--- config.mk ---
export PLATFORM = sky130hd
export DESIGN_NAME = div_ctrl
export DESIGN_NICKNAME = d
export VERILOG_FILES = /design/src/rtl/div_ctrl.sv
export SDC_FILE = /design/constraint.sdc
export NUM_CORES = 1
export LEC_CHECK = 0
export BUFFER_PORTS_ARGS = -buffer_cell sky130_fd_sc_hd__buf_2
export CORE_ASPECT_RATIO = 1.1
export CORE_MARGIN = 4
export CORE_UTILIZATION = 35
export DETAILED_ROUTE_END_ITERATION = 6
export PLACE_DENSITY_LB_ADDON = 0.15
export SLEW_MARGIN = 20
export SYNTH_ARGS = -nofsm -noshare
export SYNTH_HDL_FRONTEND = slang
export SYNTH_SLANG_ARGS = --single-unit
--- constraint.sdc ---
create_clock -name clk -period 6.98 [get_ports clk]
set_input_delay 0.698 -clock clk [delete_from_list [all_inputs] [get_ports clk]]
set_output_delay 0.698 -clock clk [all_outputs]
set_load 0.01 [all_outputs]
--- src/rtl/div_ctrl.sv ---
// div_ctrl -- iterative 32-bit divider controller for the EX stage.
//
// Performs signed (DIV) or unsigned (DIVU) division with a restoring
// algorithm, one quotient bit per clock over 32 RUN cycles. Division by zero
// skips the iteration and returns zero for both results. The result
// registers are written only on entry to DONE. Between DONE entries they
// hold their values.
//
// Ports:
//   clk        rising-edge clock
//   reset      asynchronous active-low reset
//   start      divide request (held high while EX stalls)
//   annul      cancel any divide in progress (priority over start)
//   signed_op  1 = signed divide, 0 = unsigned
//   dividend   numerator, sampled when the request is accepted
//   divisor    denominator, sampled when the request is accepted
//   stall_req  combinational stall request to the pipeline controller
//   ready      one-cycle pulse while the result is valid (state DONE)
//   quotient   registered quotient (LO)
//   remainder  registered remainder (HI)
module div_ctrl (
    input  logic        clk,
    input  logic        reset,
    input  logic        start,
    input  logic        annul,
    input  logic        signed_op,
    input  logic [31:0] dividend,
    input  logic [31:0] divisor,
    output logic        stall_req,
    output logic        ready,
    output logic [31:0] quotient,
    output logic [31:0] remainder
);

    typedef enum logic [1:0] {IDLE, BYZERO, RUN, DONE} state_t;

    state_t      state_reg;
    logic [4:0]  count_reg;
    logic [31:0] work_q_reg;    // dividend bits shift out as quotient bits shift in
    logic [31:0] work_r_reg;    // partial remainder
    logic [31:0] dsr_reg;       // divisor magnitude
    logic        op_signed_reg;
    logic        sign_a_reg;
    logic        sign_b_reg;

    // Operand magnitudes for acceptance in IDLE
    logic [31:0] abs_a;
    logic [31:0] abs_b;

    // One restoring step
    logic [32:0] shifted;
    logic        ge;
    logic [31:0] diff;
    logic [31:0] r_step;
    logic [31:0] q_step;
    logic [31:0] q_fixed;
    logic [31:0] r_fixed;

    always_comb begin
        abs_a = (signed_op && dividend[31]) ? (~dividend + 32'd1) : dividend;
        abs_b = (signed_op && divisor[31])  ? (~divisor + 32'd1)  : divisor;

        shifted = {work_r_reg, work_q_reg[31]};
        ge      = (shifted >= {1'b0, dsr_reg});
        // When ge holds, the difference is below the divisor and fits 32 bits.
        diff    = shifted[31:0] - dsr_reg;
        r_step  = ge ? diff : shifted[31:0];
        q_step  = {work_q_reg[30:0], ge};

        // Sign correction: quotient negated when signs differ, remainder
        // follows the dividend's sign. 0x80000000 / -1 wraps back to
        // 0x80000000, which is the required result.
        q_fixed = (op_signed_reg && (sign_a_reg ^ sign_b_reg)) ? (~q_step + 32'd1) : q_step;
        r_fixed = (op_signed_reg && sign_a_reg) ? (~r_step + 32'd1) : r_step;
    end

    assign stall_req = start & ~annul & ~ready;

    always_ff @(posedge clk or negedge reset) begin
        if (!reset) begin
            state_reg     <= IDLE;
            count_reg     <= 5'd0;
            ready         <= 1'b0;
            quotient      <= 32'd0;
            remainder     <= 32'd0;
            work_q_reg    <= 32'd0;
            work_r_reg    <= 32'd0;
            dsr_reg       <= 32'd0;
            op_signed_reg <= 1'b0;
            sign_a_reg    <= 1'b0;
            sign_b_reg    <= 1'b0;
        end else begin
            ready <= 1'b0;
            if (annul) begin
                state_reg <= IDLE;
            end else begin
                case (state_reg)
                    IDLE: begin
                        if (start) begin
                            if (divisor == 32'd0) begin
                                state_reg <= BYZERO;
                            end else begin
                                state_reg     <= RUN;
                                work_q_reg    <= abs_a;
                                work_r_reg    <= 32'd0;
                                dsr_reg       <= abs_b;
                                op_signed_reg <= signed_op;
                                sign_a_reg    <= dividend[31];
                                sign_b_reg    <= divisor[31];
                                count_reg     <= 5'd0;
                            end
                        end
                    end
                    BYZERO: begin
                        quotient  <= 32'd0;
                        remainder <= 32'd0;
                        ready     <= 1'b1;
                        state_reg <= DONE;
                    end
                    RUN: begin
                        work_q_reg <= q_step;
                        work_r_reg <= r_step;
                        count_reg  <= count_reg + 5'd1;
                        if (count_reg == 5'd31) begin
                            quotient  <= q_fixed;
                            remainder <= r_fixed;
                            ready     <= 1'b1;
                            state_reg <= DONE;
                        end
                    end
                    DONE: begin
                        state_reg <= IDLE;
                    end
                    default: begin
                        state_reg <= IDLE;
                    end
                endcase
            end
        end
    end

endmodule

==> results.txt <==
The number of vias per cell after detailed routing is between 5 and 6. In this run the tightest slew margin relative to its limit is 37.27%. The worst-skew pair later-pin latency is 440 ps. Of the synthesized area, sequential elements account for 34.98%. Entering global routing, the biggest net connects roughly 100 pins. The count of clock tree sinks is 171.

The number of setup buffers added after CTS came out at 0. The setup skew after layout is between 15 and 20 ps. From synthesis to final layout, the design area changed by 13.16%. The detailed-routing iteration count for the pre-antenna-repair pass came out at 5. The number of buffers inserted during clock tree synthesis is 17. Gates resized during post-CTS repair numbered 0. The cell area that synthesis handed to floorplanning was between 10000 and 15000 sq um. The part of the cycle the worst path needs is around 85%. The sum of overflow across all layers after global routing is 0. The die covers 38010 sq um.

In this run, distinct cell masters in the synthesized netlist total 78. The DRC violation count after routing came out at 0. After synthesis, the share of flip-flops with an asynchronous set or reset is 100.0%. The static leakage power is 6.146 nW. In this run the critical register-to-register path is captured at remainder[28]. The width of the chip came out at 186.3 microns. The chip height came out at roughly 200 microns. The critical path is of the register to register type. In this run the standard cell core region covers 34380 sq um. The clock slew seen by the registers of the worst setup and hold paths is about 70 ps. The post-synthesis sequential element count is between 150 and 200. In the global route stage, overall resource usage came out at about a fifth. The synthesized instance count is around 1500. The number of buffers inserted by hold repair at cts came out at 0. The start of the worst register-to-register path is work_r_reg[5]. Data arrives at the worst endpoint at 6280 ps.

The upper clock frequency limit is around 0.17 GHz. Summing all placed instances gives a cell area of roughly 13000 sq um. The post-route antenna net violation count came out at 0. The final number of max-transition violations was 0. With fillers left out, the area of the finished cells amounts to 13840 sq um. The maximum fanout count along the critical path is 8. Dividing the detail-routed wire length by the instance count gives approximately 19 microns. Across all register-to-register paths, the minimum setup slack is 1020 ps. The ratio of total power to cell area is roughly 560 nW/um^2. The average cell area after synthesis is approximately 8 sq um.

The total of endpoints with negative setup slack in the final report came out at 0. The buffer depth of the longest clock path is 2. The flow ran to the end, and the final reports show no timing, DRC or antenna violations. The final net count is 1712.

The worst setup path is captured at a register. The buffer type at the clock tree root is sky130_fd_sc_hd__clkbuf_16. The HPWL after detailed placement came out at around 30000 microns. The final weighted congestion in routability-driven placement came out at 0.9304. The via count of the first global-routing pass came to 11200. Among all flip-flop cells after synthesis, the most frequent one is sky130_fd_sc_hd__dfrtp_1.

Setup repair after global routing left no endpoint under its margin. Summed over all failing endpoints, the final setup total negative slack is 0 ps. Across the run, the number of max-cap violations was 0.

The initial core utilization is roughly 36%. The worst vdd rail ir drop came out at 0.2090 mV. The routed wire length is around 39000 microns. The number of input and output port buffers inserted is between 100 and 150. The required time of the worst setup path is ~7300 ps.

The number of enable-type register cells in the synthesized netlist came out at 0. The total number of placement rows is 71. The number of violations reported at the end of detailed-routing iteration 0 came out at 593. The share of final-layout standard cells stronger than drive strength 1 is ~13%. The number of H-tree branching levels is 4.

For the pin with the worst max-slew slack, the measured transition is 932.3 ps. 135 I/O pins were placed. TritonCTS built the clock tree. The number of warnings issued by yosys came out at 0.

The net count after synthesis came out at 1635. STA classifies the critical path startpoint as a register. The number of antenna violations at the first check in global routing came out at 0. The global-route wire length before repair is 61560 microns. The routed layout has ~11000 vias.

Subtracting the final worst setup slack from the clock period gives 5959 ps. The number of cells on the worst reg-to-reg path is 19. The class of the most critical hold timing path is input pin to asynchronous set/reset pin.

The number of hold violations in the final report came out at 0.
## worst max-delay path, cell delays in order, from the launching register on
cell,delay [ps]
sky130_fd_sc_hd__dfrtp_1,460
sky130_fd_sc_hd__ha_1,430
sky130_fd_sc_hd__a21o_1,300
sky130_fd_sc_hd__a31o_1,260
sky130_fd_sc_hd__a41oi_2,240
sky130_fd_sc_hd__nand3_2,130
sky130_fd_sc_hd__a22o_1,290
sky130_fd_sc_hd__or2_2,370
sky130_fd_sc_hd__inv_2,80
sky130_fd_sc_hd__mux2i_1,300
sky130_fd_sc_hd__ha_1,280
sky130_fd_sc_hd__nand2_1,80
sky130_fd_sc_hd__or3_1,360
sky130_fd_sc_hd__or4b_1,530
sky130_fd_sc_hd__nor4_1,480
sky130_fd_sc_hd__mux2i_1,250
sky130_fd_sc_hd__a21oi_2,290
sky130_fd_sc_hd__a21oi_1,150
sky130_fd_sc_hd__a211o_1,310
sky130_fd_sc_hd__a32o_1,240
## Yosys cell counts, types with 10 or more instances
cell,number,share of area (%)
sky130_fd_sc_hd__nand2_1,248,7.6
sky130_fd_sc_hd__xnor2_1,64,4.6
sky130_fd_sc_hd__a21oi_1,115,4.7
sky130_fd_sc_hd__nand4_1,18,0.92
sky130_fd_sc_hd__and3_1,10,0.51
sky130_fd_sc_hd__nor3_1,38,1.6
sky130_fd_sc_hd__or3_1,22,1.1
sky130_fd_sc_hd__buf_2,11,0.45
sky130_fd_sc_hd__nor2_1,121,3.7
sky130_fd_sc_hd__nor4_1,23,1.2
sky130_fd_sc_hd__ha_1,42,4.3
sky130_fd_sc_hd__clkbuf_1,68,2.1
sky130_fd_sc_hd__or4_1,10,0.61
sky130_fd_sc_hd__dfrtp_1,171,35
sky130_fd_sc_hd__a21o_1,15,0.92
sky130_fd_sc_hd__o31ai_1,51,3.1
sky130_fd_sc_hd__nand3_1,14,0.57
sky130_fd_sc_hd__mux2i_1,28,2.3
sky130_fd_sc_hd__o21ai_0,166,6.8
sky130_fd_sc_hd__a31oi_1,16,0.82
sky130_fd_sc_hd__xor2_1,77,5.5
sky130_fd_sc_hd__inv_1,50,1.5
## report_power, final
part	total (mW)	internal [mW]	switching, mW
logic	4.99	1.77	3.21
clock network	0.985	0.559	0.425
registers	1.78	1.41	0.368
total	7.75	3.74	4.01
## logic make-up (layout without fill, tap and decap cells)
kind of cell,after synthesis,count (layout),share of synthesized area (%)
buf+inv,139,229,4.470
simple gates,548,548,20.52
compound gates,446,446,22.54
flops,171,171,34.98
fa+ha+maj,43,43,4.459
mux,35,35,2.936
other cells,0,1,0
xor+xnor,141,141,10.10
## worst max-delay path by stage
stage | start | endpoint | slack (ps) | depth (start not counted)
after floorplan | work_r_reg[5] | remainder[28] | 1240 | 22
after global placement | work_r_reg[5] | remainder[28] | 1310 | 19
after detailed placement | work_r_reg[11] | remainder[28] | 1100 | 19
after CTS | work_r_reg[11] | remainder[28] | 1080 | 19
after global routing | work_r_reg[11] | remainder[28] | 540 | 19
final | work_r_reg[5] | remainder[28] | 1020 | 19
## layout by cell type (no fill, tap or decap), drive strengths merged, types with 18 or more instances in the layout
cell,count
a21oi,116
inv,53
nor4,24
nand2,248
dfrtp,171
o31ai,51
xor2,77
ha,42
clkbuf,24
mux2i,28
nor3,38
nor2,121
o21ai,169
or3,22
xnor2,64
buf,145
nand4,18
## through the flow
step                power [mW]  setup WS (ps)  cells  hold slack [ps]  util, %
floorplan                5.255           1244   1523            402.4        -
global route             8.403          544.2   2051            112.3    40.26
detailed placement       6.791           1098   2017            465.5    38.38
global placement         6.783           1311   2017            457.7    38.37
CTS                      7.803           1078   2049            397.3    40.10
finish                   7.747           1021   2052            115.0    40.27
## routing by layer
layer,vias to the layer above,wire (microns),global-route usage [%],part of all wire (%)
li1,5563,-,-,-
met2,228,19530,36.02,50
met5,-,0,0,0
met4,0,1581,8.329,4.1
met1,5261,16650,25.27,43
met3,61,1181,2.990,3.0
## area by class of cell
class / count / area [sq um]
clock buffers: 24 / 481.7
inverters: 52 / 195.2
well taps: 438 / 548.0
multi-input cells: 1213 / 7428
fillers: 3581 / 20540
diodes: 1 / 2.502
repair buffers: 145 / 799.5
flip-flops and latches: 171 / 4279
clock inverters: 8 / 108.9
Note: power is estimated with default switching activity, not from simulation.
